File: config.mk
export PLATFORM = sky130hd
export DESIGN_NAME = branch_cond_unit
export DESIGN_NICKNAME = d
export VERILOG_FILES = /design/src/rtl/branch_cond_unit.sv
export SDC_FILE = /design/constraint.sdc
export NUM_CORES = 1
export LEC_CHECK = 0
export CAP_MARGIN = 20
export CORE_ASPECT_RATIO = 0.75
export CORE_MARGIN = 8
export CORE_UTILIZATION = 35
export DETAILED_ROUTE_END_ITERATION = 10
export MAX_ROUTING_LAYER = met4
export SETUP_SLACK_MARGIN = 0.4
export SLEW_MARGIN = 30
export SYNTH_ARGS = -nofsm -noshare
export SYNTH_HDL_FRONTEND = slang
export SYNTH_SLANG_ARGS = --single-unit
File: constraint.sdc
create_clock -name clk -period 2.7 [get_ports clk]
set_input_delay 0.54 -clock clk [delete_from_list [all_inputs] [get_ports clk]]
set_output_delay 0.54 -clock clk [all_outputs]
set_load 0.05 [all_outputs]
File: src/rtl/branch_cond_unit.sv
// branch_cond_unit
// Holds the 3-bit ALU status word (N, V, Z) and resolves one conditional-branch
// request at a time against it. A request is accepted in IDLE, evaluated in EVAL
// against the status register as it stands in that cycle, and its result is
// presented in RESP until the consumer accepts it.
//
// Optional build macro: BRANCH_STATS_EN
//   When defined, the unit also exports saturating 16-bit counters of taken and
//   not-taken results (illegal conditions count as not taken).
module branch_cond_unit #(
  parameter int PC_W  = 9,
  parameter int IMM_W = 8
) (
  input  logic             clk,
  input  logic             reset_n,
  input  logic [2:0]       alu_status,
  input  logic             load_s,
  input  logic             req_valid,
  output logic             req_ready,
  input  logic [2:0]       cond,
  input  logic [IMM_W-1:0] imm,
  input  logic [PC_W-1:0]  pc_in,
  output logic             resp_valid,
  input  logic             resp_ready,
  output logic             taken,
  output logic             illegal,
  output logic [PC_W-1:0]  next_pc,
  output logic [2:0]       status_q
`ifdef BRANCH_STATS_EN
  ,
  output logic [15:0]      taken_cnt,
  output logic [15:0]      not_taken_cnt
`endif
);

  // Condition encodings
  localparam logic [2:0] COND_B   = 3'b000;
  localparam logic [2:0] COND_BEQ = 3'b001;
  localparam logic [2:0] COND_BNE = 3'b010;
  localparam logic [2:0] COND_BLT = 3'b011;
  localparam logic [2:0] COND_BLE = 3'b100;

  typedef enum logic [1:0] {
    ST_IDLE = 2'b00,
    ST_EVAL = 2'b01,
    ST_RESP = 2'b10
  } state_t;

  state_t state_q, state_d;

  // Latched request fields
  logic [2:0]       cond_q, cond_d;
  logic [IMM_W-1:0] imm_q, imm_d;
  logic [PC_W-1:0]  pc_q, pc_d;

  // Registered result
  logic             taken_q, taken_d;
  logic             illegal_q, illegal_d;
  logic [PC_W-1:0]  next_pc_q, next_pc_d;

  // Status register next value
  logic [2:0]       status_d;

  // Combinational evaluation of the latched request
  logic             flag_n, flag_v, flag_z;
  logic             eval_taken, eval_illegal;
  logic [PC_W-1:0]  imm_ext;
  logic [PC_W-1:0]  pc_plus1;
  logic [PC_W-1:0]  pc_target;

  assign flag_n = status_q[0];
  assign flag_v = status_q[1];
  assign flag_z = status_q[2];

  // Sign-extend (or truncate) the word offset to the PC width.
  generate
    if (PC_W > IMM_W) begin : g_imm_sext
      assign imm_ext = {{(PC_W - IMM_W){imm_q[IMM_W-1]}}, imm_q};
    end else begin : g_imm_trunc
      assign imm_ext = imm_q[PC_W-1:0];
    end
  endgenerate

  // Both sums wrap naturally at PC_W bits.
  assign pc_plus1  = pc_q + PC_W'(1);
  assign pc_target = pc_plus1 + imm_ext;

  // Handshake outputs come straight from the state.
  assign req_ready  = (state_q == ST_IDLE);
  assign resp_valid = (state_q == ST_RESP);

  assign taken   = taken_q;
  assign illegal = illegal_q;
  assign next_pc = next_pc_q;

  // Status register: loads whenever load_s is high, regardless of FSM state.
  always_comb begin
    status_d = status_q;
    if (load_s) begin
      status_d = alu_status;
    end
  end

  // Status register storage.
  always_ff @(posedge clk or negedge reset_n) begin
    if (!reset_n) begin
      status_q <= 3'b000;
    end else begin
      status_q <= status_d;
    end
  end

  // Next-state logic for the request FSM.
  always_comb begin
    state_d = state_q;
    case (state_q)
      ST_IDLE: begin
        if (req_valid) begin
          state_d = ST_EVAL;
        end
      end
      ST_EVAL: begin
        state_d = ST_RESP;
      end
      ST_RESP: begin
        if (resp_ready) begin
          state_d = ST_IDLE;
        end
      end
      default: begin
        state_d = ST_IDLE;
      end
    endcase
  end

  // FSM state register; reset discards any in-flight request.
  always_ff @(posedge clk or negedge reset_n) begin
    if (!reset_n) begin
      state_q <= ST_IDLE;
    end else begin
      state_q <= state_d;
    end
  end

  // Capture request fields only on acceptance so later input changes are ignored.
  always_comb begin
    cond_d = cond_q;
    imm_d  = imm_q;
    pc_d   = pc_q;
    if ((state_q == ST_IDLE) && req_valid) begin
      cond_d = cond;
      imm_d  = imm;
      pc_d   = pc_in;
    end
  end

  // Request field storage.
  always_ff @(posedge clk or negedge reset_n) begin
    if (!reset_n) begin
      cond_q <= 3'b000;
      imm_q  <= '0;
      pc_q   <= '0;
    end else begin
      cond_q <= cond_d;
      imm_q  <= imm_d;
      pc_q   <= pc_d;
    end
  end

  // Decode the latched condition against the current status flags.
  always_comb begin
    eval_taken   = 1'b0;
    eval_illegal = 1'b0;
    case (cond_q)
      COND_B:   eval_taken = 1'b1;
      COND_BEQ: eval_taken = flag_z;
      COND_BNE: eval_taken = ~flag_z;
      COND_BLT: eval_taken = flag_n ^ flag_v;
      COND_BLE: eval_taken = (flag_n ^ flag_v) | flag_z;
      default: begin
        eval_taken   = 1'b0;
        eval_illegal = 1'b1;
      end
    endcase
  end

  // Result registers update only in EVAL and otherwise hold their last value.
  always_comb begin
    taken_d   = taken_q;
    illegal_d = illegal_q;
    next_pc_d = next_pc_q;
    if (state_q == ST_EVAL) begin
      taken_d   = eval_taken;
      illegal_d = eval_illegal;
      next_pc_d = eval_taken ? pc_target : pc_plus1;
    end
  end

  // Result storage.
  always_ff @(posedge clk or negedge reset_n) begin
    if (!reset_n) begin
      taken_q   <= 1'b0;
      illegal_q <= 1'b0;
      next_pc_q <= '0;
    end else begin
      taken_q   <= taken_d;
      illegal_q <= illegal_d;
      next_pc_q <= next_pc_d;
    end
  end

`ifdef BRANCH_STATS_EN
  logic [15:0] taken_cnt_q, taken_cnt_d;
  logic [15:0] not_taken_cnt_q, not_taken_cnt_d;

  assign taken_cnt     = taken_cnt_q;
  assign not_taken_cnt = not_taken_cnt_q;

  // Count each result once, on the EVAL->RESP transition, saturating at all-ones.
  always_comb begin
    taken_cnt_d     = taken_cnt_q;
    not_taken_cnt_d = not_taken_cnt_q;
    if (state_q == ST_EVAL) begin
      if (eval_taken) begin
        if (taken_cnt_q != 16'hFFFF) begin
          taken_cnt_d = taken_cnt_q + 16'd1;
        end
      end else begin
        if (not_taken_cnt_q != 16'hFFFF) begin
          not_taken_cnt_d = not_taken_cnt_q + 16'd1;
        end
      end
    end
  end

  // Statistics counter storage; cleared only by reset.
  always_ff @(posedge clk or negedge reset_n) begin
    if (!reset_n) begin
      taken_cnt_q     <= 16'd0;
      not_taken_cnt_q <= 16'd0;
    end else begin
      taken_cnt_q     <= taken_cnt_d;
      not_taken_cnt_q <= not_taken_cnt_d;
    end
  end
`endif

endmodule

# --- Yosys cells after proc, flatten, opt, wreduce, memory -nomap -nowiden ---
# Cells that the tools add are included.
totals:
  reg_bits: 36
  in_bits: 28
  word_cells: 32
op_classes:
  add_sub_neg: 2
  eq_ne: 8
  mux: 6
  bitwise: 3
  reduce_logical: 5
ops:
  columns: ["cell", "count"]
  rows:
  - ["adder 9 x 1 -> 9 bit (second input constant)", 1]
  - ["adder 9 bit", 1]
  - ["2-to-1 mux 9 bit", 1]
  - ["== test 3 x 2 -> 1 bit (second input constant)", 2]
  - ["case mux 2 bit (3 select lines)", 1]
  - ["case mux 1 bit (5 select lines)", 1]
  - ["OR reduction 5 bit", 1]
  - ["2-to-1 mux 2 bit", 2]
  - ["== test 3 x 1 -> 1 bit (second input constant)", 1]
  - ["== test 3 bit (second input constant)", 1]
  - ["logical NOT 3 bit", 1]
  - ["== test 2 x 1 -> 1 bit (second input constant)", 1]
  - ["== test 2 bit (second input constant)", 1]
  - ["logical NOT 2 bit", 1]
  - ["inequality test 2 x 1 -> 1 bit (second input constant)", 1]
  - ["inequality test 2 bit (second input constant)", 1]
  - ["AND reduction 2 bit", 1]
  - ["logical AND 1 bit", 1]
  - ["2-to-1 mux 1 bit", 1]
  - ["NOT 1 bit", 1]
  - ["OR 1 bit", 1]
  - ["XOR 1 bit", 1]

# --- Logic depth before layout (Yosys ltp) ---
# Gate-level depths: netlist (run 1).
logic_depth:
  ltp_word: 4
  mapped_depth: 10

# --- Least setup slack after synthesis (run 1) ---
# No wires, ideal clock.
synth_timing:
  path_type: "flip-flop to flip-flop"
  start: "register pc_q[0]"
  end: "register next_pc_q[7], in the netlist next_pc[7]"
  setup_ps: 132
  t_arrival_ps: 2152
  required_ps: 2568
  path_slack_ps: 416
  path_stages_with_launch: 11
  n_path_buf: 0
  synth_period_minus_slack_ps: 2284
  cell_sequence: "dfrtp_1 > ha_1 > nand3_1 > xnor2_1 > ha_1 > a21oi_1 > nor2b_1 > o31a_1 > or3_1 > a31oi_1 > o21ai_1"
synth_via:
  elab_chain_len: 3
synth_rtl:
  columns: ["element", "line_no", "text"]
  rows:
  - ["from (decl)", "54", "logic [PC_W-1:0] pc_q, pc_d;"]
  - ["from (signal assigned)", "166", "pc_q <= pc_d;"]
  - ["adder 9 x 1 -> 9 bit *", "85", "assign pc_plus1 = pc_q + PC_W'(1);"]
  - ["adder 9 bit", "86", "assign pc_target = pc_plus1 + imm_ext;"]
  - ["2-to-1 mux 9 bit *", "195", "next_pc_d = eval_taken ? pc_target : pc_plus1;"]
  - ["to (signal assigned)", "208", "next_pc_q <= next_pc_d;"]
  - ["to (decl)", "59", "logic [PC_W-1:0] next_pc_q, next_pc_d;"]
# Every way passes the cells marked *; elsewhere a longest branch is shown, timed or not.
# A chain may end at the register's enable or synchronous reset.

# --- Worst setup path in the final report (run 1) ---
layout_timing:
  start: "register pc_q[1]"
  end: "register next_pc_q[7], in the netlist next_pc[7]"
# Same word-level chain as after synthesis.

==> results of run 1 <==
[registers in the layout (all words and copies together) (netlist names)]
register,flops
imm_q,8
taken,1
cond_q,3
illegal,1
status_q,3
pc_q,9
state_q,2
next_pc,9
[layout make-up]
type,count,area (sq um)
Clock buffer,6,72.57
Clock inverter,1,5.005
Fill cell,495,2416
Inverter,8,30.03
Multi-Input combinational cell,141,1292
Sequential cell,36,900.9
Tap cell,75,93.84
Timing Repair Buffer,65,599.3
[synthesized netlist by cell type (2+ instances only)]
| cell | instances | area [sq um] |
|---|---|---|
| xnor2_1 | 6 | 52.55 |
| nand2_1 | 18 | 67.56 |
| ha_1 | 10 | 125.1 |
| o21ai_1 | 4 | 20.02 |
| a31oi_1 | 2 | 12.51 |
| clkbuf_1 | 2 | 7.510 |
| o311ai_1 | 2 | 17.52 |
| nand2b_1 | 2 | 12.51 |
| nor2_1 | 9 | 33.78 |
| mux2_2 | 19 | 214.0 |
| nor2b_1 | 4 | 25.02 |
| and2_1 | 2 | 12.51 |
| o21ai_0 | 15 | 75.07 |
| nand3_1 | 6 | 30.03 |
| and3_1 | 2 | 12.51 |
| mux2i_1 | 3 | 30.03 |
| buf_2 | 3 | 15.01 |
| a21oi_1 | 10 | 50.05 |
| dfrtp_1 | 36 | 900.9 |
| xor2_1 | 5 | 43.79 |
| nor3_1 | 5 | 25.02 |
| inv_1 | 8 | 30.03 |
[kinds of logic after synthesis]
| logic type | count (synthesis) | share of synthesized area, % |
|---|---|---|
| adders and majority gates | 11 | 7.286 |
| AOI/OAI and AO/OA | 44 | 14.26 |
| and+or+nand+nor | 53 | 12.94 |
| muxes | 22 | 12.25 |
| buffers and inverters | 14 | 3.203 |
| xor gates and xnor gates | 11 | 4.837 |
| DFF | 36 | 45.23 |
[worst max-delay path, cell delays in order, from the launching register on]
cell and delay (ns):
dfrtp_1 0.42, ha_4 0.22, nand3_4 0.11, xnor2_4 0.19
ha_4 0.24, a21oi_2 0.13, nor2b_1 0.06, o31a_1 0.27
or3_1 0.31, a31oi_1 0.20, o21ai_1 0.07
[worst min-delay path by stage]
| stage | endpoint | cells after the start | from |
|---|---|---|---|
| floorplan | cond_q[0] | 0 | reset_n |
| CTS | next_pc[4] | 2 | next_pc[4] |
| detailed placement | next_pc[4] | 2 | next_pc[4] |
| finish | next_pc[4] | 2 | next_pc[4] |
| global placement | next_pc[5] | 2 | next_pc[5] |
| global route | next_pc[7] | 2 | next_pc[7] |
[timing repair]
item | 4_1_cts | 5_1_grt
buffers inserted | 14 | 6
resized for setup | 20 | 23
pin swaps | 11 | 15
endpoints found under the setup margin | 4 | 5
[metal layers]
metal | share of wire [%] | vias up
li1 | - | 807
met1 | 50 | 765
met2 | 44 | 48
met3 | 6.1 | 4
met4 | 0.56 | 0
met5 | 0 | -
[per-stage QoR]
step / setup slack, ns / instances / instance area, sq um / hold slack [ns] / util (%)
after floorplan: 0.4157 / 191 / 1992 / 0.2444 / -
after global placement: 0.1614 / 305 / 2497 / 0.4611 / 46.16
after detailed placement: 0.1129 / 305 / 2497 / 0.4689 / 46.16
after CTS: 0.3837 / 326 / 2796 / 0.4848 / 51.69
after global routing: 0.2527 / 332 / 2994 / 0.5044 / 55.34
final: 0.3380 / 332 / 2994 / 0.4768 / 55.34
==> qor.yml, run 1 <==
status: "completed"
crit_type: "reg -> reg"
r2r_cells: 10
cp-end-kind: "flop"
hold_class: "reg -> reg"
relSlewSlack_pct: 49.06
fin_crit_ns: 2.362
boundaryPins: 44
synth_edf_count: 0
fmax_ghz: 0.4234
core_sq_um: 5410
routabilityCongestion: 0.8896
drc: 0
worstPathRequired_ns: 2.84
die_w_um: 103.1
netlist_area_sq_um: 1992
layout.nets: 296
cp-start-kind: "flop"
mappedNetlistNets: 230
path_clk_slew_ns: 0.07
cts.sinks: 36
crit_arrival_ns: 2.50
drtPass1Iterations: 4
hold_viol: 0
final_cell_mix: "43 x clkdlybuf4s50_1, 36 x dfrtp_1, 21 x buf_4, 19 x mux2_2, 18 x nand2_1"
layout-drive-gt1-share_pct: 31.13
yosysSeqAreaShare_pct: 45.23
track_usage_pct: 12.67
fp.dieH_um: 81.34
grt_use_met2_pct: 18.32
busiest_layer: "met2"
max_cap_violations: 0
vias: 1624
clk_latency_ns: 0.28
portBuffers: 43
place_hpwl_um: 3387
met1_usage_pct: 16.51
start_util_pct: 36.82
path_max_fanout: 3
overflow: 0
synth-seq-cells: 36
drt-wirelength-per-cell_um: 15.10
antenna_found_initial: 0
grt_pass1_wl_um: 7997
r2r_setup_slack_ns: 0.34
syn-instance-count: 191
wirelength_um: 5014
final_common_cell: "clkdlybuf4s50_1"
area_growth_syn_to_layout_pct: 50.31
synth_cell_types: 40
clock_skew_ns: 0.008088
cts_root_buf: "clkbuf_8"
startpoint: "pc_q[1]"
synthFlopType: "dfrtp_1"
die_area_sq_um: 8386
post_synth.cell_area_avg_sq_um: 10.43
numCtsBuffers: 5
synth_warnings: 0
fin_crit_sh_pct: 87.48
globalRouteMet3Util_pct: 4.014
clockBufferDepth: 2
cts_htree_levels: 2
diodes: 0
drtAntennaViolNets: 0
via_per_inst: 4.892
grt_max_degree: 37
async_flop_share_pct: 100.0
initialDrtViolationCount: 86
setup-tns-final_ns: 0
grt_pass1_vias: 1654
rows: 23
setup_viol: 0
reg2reg_to: "next_pc[7]"
rsz0062_at_grt: "yes"
worstMarginPinSlew_ns: 0.7641
timing.rr.start: "pc_q[1]"
cts_hold_buf: 0
tritoncts: "built"
drv_slew: 0
endpoint: "next_pc[7]"
Power of run 1 is left out: the tool's default activity adds up to more than one toggle a clock period on the data nets, which glitch-free logic cannot reach.
==> run 2, diff against run 1 <==
==> constraint.sdc (replaced) <==
create_clock -name clk -period 2.3 [get_ports clk]
set_input_delay 0.46 -clock clk [delete_from_list [all_inputs] [get_ports clk]]
set_output_delay 0.46 -clock clk [all_outputs]
set_load 0.05 [all_outputs]
==> run 2 against run 1 <==
Cell count down 1.2%. Wire length down 9.4%. The run now ends with negative setup slack left. Hold slack worse by 0.22 ns. Sequential cell count unchanged. Highest routed layer unchanged. Core utilization down 1.6 points. Clock skew up 0.0029 ns. Design area down 2.8%.
==> qor.yml, run 2 (synthesis results as in run 1) <==
cp-end-kind: "flop"
place_hpwl_um: 3416
relSlewSlack_pct: 46.78
rows: 23
die_area_sq_um: 8386
r2r_cells: 10
initialDrtViolationCount: 34
portBuffers: 43
boundaryPins: 44
cts_htree_levels: 2
tritoncts: "built"
track_usage_pct: 12.22
die_w_um: 103.1
final_common_cell: "dfrtp_1"
hold_viol: 0
r2r_setup_slack_ns: -0.02
via_per_inst: 4.780
fin_crit_sh_pct: 100.8
numCtsBuffers: 5
cts_root_buf: "clkbuf_8"
diodes: 0
crit_arrival_ns: 2.46
grt_pass1_vias: 1626
crit_type: "reg -> reg"
drtPass1Iterations: 4
cp-start-kind: "flop"
fin_crit_ns: 2.319
start_util_pct: 36.82
multi_input_area_sq_um: 1216
violations: "negative setup slack"
drc: 0
path_clk_slew_ns: 0.07
rsz0062_at_grt: "yes"
core_sq_um: 5410
fmax_ghz: 0.4312
drt-wirelength-per-cell_um: 13.85
overflow: 0
grt_max_degree: 37
path_max_fanout: 3
cts_hold_buf: 0
hold_ws_ns: 0.2593
layout.nets: 291
status: "finished, violations left"
layout-drive-gt1-share_pct: 29.64
clock_skew_ns: 0.01103
antenna_found_initial: 0
worstPathRequired_ns: 2.44
final_cell_mix: "35 x dfrtp_1, 26 x clkdlybuf4s50_1, 19 x mux2_2, 18 x nand2_1, 17 x buf_4"
fp.dieH_um: 81.34
reg2reg_to: "next_pc[7]"
grt_pass1_wl_um: 7721
worstMarginPinSlew_ns: 0.7984
nFillCells: 523
vias: 1568
setup_viol: 1
cts.sinks: 36
hold_class: "in -> async"
startpoint: "pc_q[0]"
fin_ws_ns: -0.01906
area_growth_syn_to_layout_pct: 46.04
max_cap_violations: 0
drv_slew: 0
clk_latency_ns: 0.29
seqCellArea_sq_um: 902.1
clockBufferDepth: 2
timing.rr.start: "pc_q[0]"
routabilityCongestion: 0.8089
drtAntennaViolNets: 0
wirelength_um: 4544
## run 2: cell count changes in the layout (fill, tap and decap cells not counted), moves of 2 or more
| cell | change |
|---|---|
| ha_4 | -3 |
| ha_1 | +3 |
| dlygate4sd2_1 | +12 |
| dlymetal6s2s_1 | +3 |
| clkdlybuf4s50_1 | -17 |
| clkbuf_8 | +2 |
| buf_4 | -4 |
## run 2: critical path: stages (launching register included)
cell	delay, ns
dfrtp_1	0.40
buf_4	0.15
nand3_1	0.12
xnor2_2	0.22
ha_1	0.30
o21ai_2	0.10
nor3_1	0.08
o31a_1	0.28
or3_1	0.31
a31oi_1	0.14
o21ai_1	0.07
## run 2: final cells by class
class	count	area share [%]
multi-input combinational	141	41.81
tap	75	3.226
inverter	8	1.032
clock inverter	1	1.032
clock buffer	7	3.312
timing repair buffer	60	18.58
sequential	36	31.01
## run 2: worst max-delay path by stage
stage                  to  slack, ns
3_5_place_dp   next_pc[8]      -0.15
5_1_grt        next_pc[7]      -0.17
6_report       next_pc[7]      -0.02
3_3_place_gp   next_pc[8]      -0.11
2_1_floorplan  next_pc[7]       0.08
4_1_cts        next_pc[7]      0.003
## run 2: what timing repair did
item / in CTS / in global routing
buffers inserted: 6 / 1
hold endpoints to repair: 0 / 0
gates resized for setup: 28 / 7
endpoints found under the setup margin: 20 / 11
pin swaps: 5 / 6
## run 2: through the flow
stage | utilization, % | TNS [ns] | worst slack [ns] | instances | area (sq um)
finish | 53.77 | -0.01906 | -0.01906 | 328 | 2909
global route | 53.77 | -0.3485 | -0.1688 | 328 | 2909
CTS | 53.28 | 0 | 0.003048 | 327 | 2883
detailed placement | 48.40 | -0.2814 | -0.1535 | 313 | 2619
global placement | 48.40 | -0.2151 | -0.1098 | 313 | 2619
floorplan | - | 0 | 0.08254 | 191 | 2058
## run 2: layer usage
layer	track usage, %	routed length [um]
met4	3.022	31
met1	16.27	2347
met3	3.843	293
met2	17.48	1872
met5	-	0
Power of run 2 is left out for the same reason.
==> run 3, diff against run 2 <==
==> constraint.sdc (replaced) <==
create_clock -name clk -period 2.5 [get_ports clk]
set_input_delay 0.5 -clock clk [delete_from_list [all_inputs] [get_ports clk]]
set_output_delay 0.5 -clock clk [all_outputs]
set_load 0.05 [all_outputs]
==> run 3 against run 2 <==
The flow now finishes without violations. Clock skew decreased by 0.0038 ns. First-iteration DRC count increased by 41%. Sequential share of layout area decreased by 1.7 points. Global-route usage increased by 0.23 points. Register-to-register slack improved by 0.30 ns. Via count increased by 2.9%. Critical path type unchanged.
==> qor.yml, run 3 (synthesis results as in run 1) <==
overflow: 0
rows: 23
antenna_found_initial: 0
vias: 1613
clk_latency_ns: 0.28
setup-tns-final_ns: 0
fin_crit_sh_pct: 88.78
rsz0062_at_grt: "yes"
hold_class: "reg -> reg"
max_cap_violations: 0
status: "completed"
track_usage_pct: 12.44
layout-drive-gt1-share_pct: 36.02
portBuffers: 43
die_w_um: 103.1
fmax_ghz: 0.4505
drtPass1Iterations: 4
worstPathRequired_ns: 2.64
relSlewSlack_pct: 52.10
grt_pass1_wl_um: 7845
wirelength_um: 4768
grt_pass1_vias: 1568
cts_htree_levels: 2
path_clk_slew_ns: 0.07
area_growth_syn_to_layout_pct: 54.77
worstMarginPinSlew_ns: 0.7185
path_max_fanout: 6
layout.nets: 300
placed_area_sq_um: 2557
setup_viol: 0
place_hpwl_um: 3329
fin_ws_ns: 0.2805
drt-wirelength-per-cell_um: 14.19
die_area_sq_um: 8386
start_util_pct: 36.82
routabilityCongestion: 0.8381
initialDrtViolationCount: 48
hold_viol: 0
place_ws_ns: 0.1156
crit_arrival_ns: 2.36
cp-start-kind: "flop"
via_per_inst: 4.801
cts_root_buf: "clkbuf_8"
cp-end-kind: "flop"
diodes: 0
grt_max_degree: 37
boundaryPins: 44
core_sq_um: 5410
drv_slew: 0
fin_crit_ns: 2.220
crit_type: "reg -> reg"
cts.sinks: 36
cts_hold_buf: 0
clockBufferDepth: 2
final_cell_mix: "41 x clkdlybuf4s50_1, 33 x dfrtp_1, 24 x buf_4, 19 x mux2_2, 17 x nand2_1"
nFillCells: 483
tritoncts: "built"
fp.dieH_um: 81.34
final_common_cell: "clkdlybuf4s50_1"
fin_area_sq_um: 3083
drc: 0
clock_skew_ns: 0.007228
drtAntennaViolNets: 0
numCtsBuffers: 5
## run 3: timing repair
| action | 4_1_cts | 5_1_grt |
|---|---|---|
| buffers inserted | 16 | 7 |
| gates resized for setup | 31 | 14 |
| endpoints found under the setup margin | 7 | 5 |
| hold endpoints to repair | 0 | 0 |
| pin swaps | 17 | 15 |
| cloned | 0 | 0 |
## run 3: metrics by stage
step | std cells | util [%] | hold slack, ns
after detailed placement | 306 | 47.27 | 0.4685
after global placement | 306 | 47.27 | 0.4613
after floorplan | 191 | - | 0.2044
final | 336 | 56.98 | 0.4763
after global routing | 336 | 56.98 | 0.5025
after CTS | 329 | 54.32 | 0.4853
## run 3: worst max-delay path, stage by stage, from the launching register on
cell     delay, ns
dfrtp_1       0.42
ha_4          0.20
nand3_4       0.09
xnor2_4       0.20
ha_4          0.25
a21oi_2       0.13
nor2b_1       0.05
o31a_1        0.23
or3_1         0.30
a31oi_1       0.14
o21ai_1       0.07
## run 3: path summary, 6_finish.rpt
check	startpoint	to	slack, ns	depth (start not counted)
min in group asynchronous	reset_n	imm_q[3]	0.64	2
setup reg to reg	pc_q[0]	next_pc[7]	0.28	10
setup / recovery	pc_q[0]	next_pc[7]	0.28	10
hold / removal	next_pc[4]	next_pc[4]	0.48	2
hold reg to reg	next_pc[4]	next_pc[4]	0.48	2
max in group asynchronous	reset_n	pc_q[1]	1.52	2
## run 3: area by class of cell
class	instances	area (sq um)	share of cell area, %
sequential	36	904.6	29.34
timing repair buffer	69	630.6	20.45
multi-input combinational	141	1325	42.98
clock buffer	7	96.34	3.125
tap	75	93.84	3.044
inverter	8	32.53	1.055
## run 3: layer usage
| metal | track usage, % | share of wire, % | up-vias |
|---|---|---|---|
| li1 | - | - | 813 |
| met2 | 17.10 | 44 | 41 |
| met4 | 3.741 | 0.96 | 0 |
| met5 | - | 0 | - |
| met3 | 3.501 | 6.0 | 8 |
| met1 | 17.17 | 49 | 751 |
Power of run 3 is left out for the same reason.
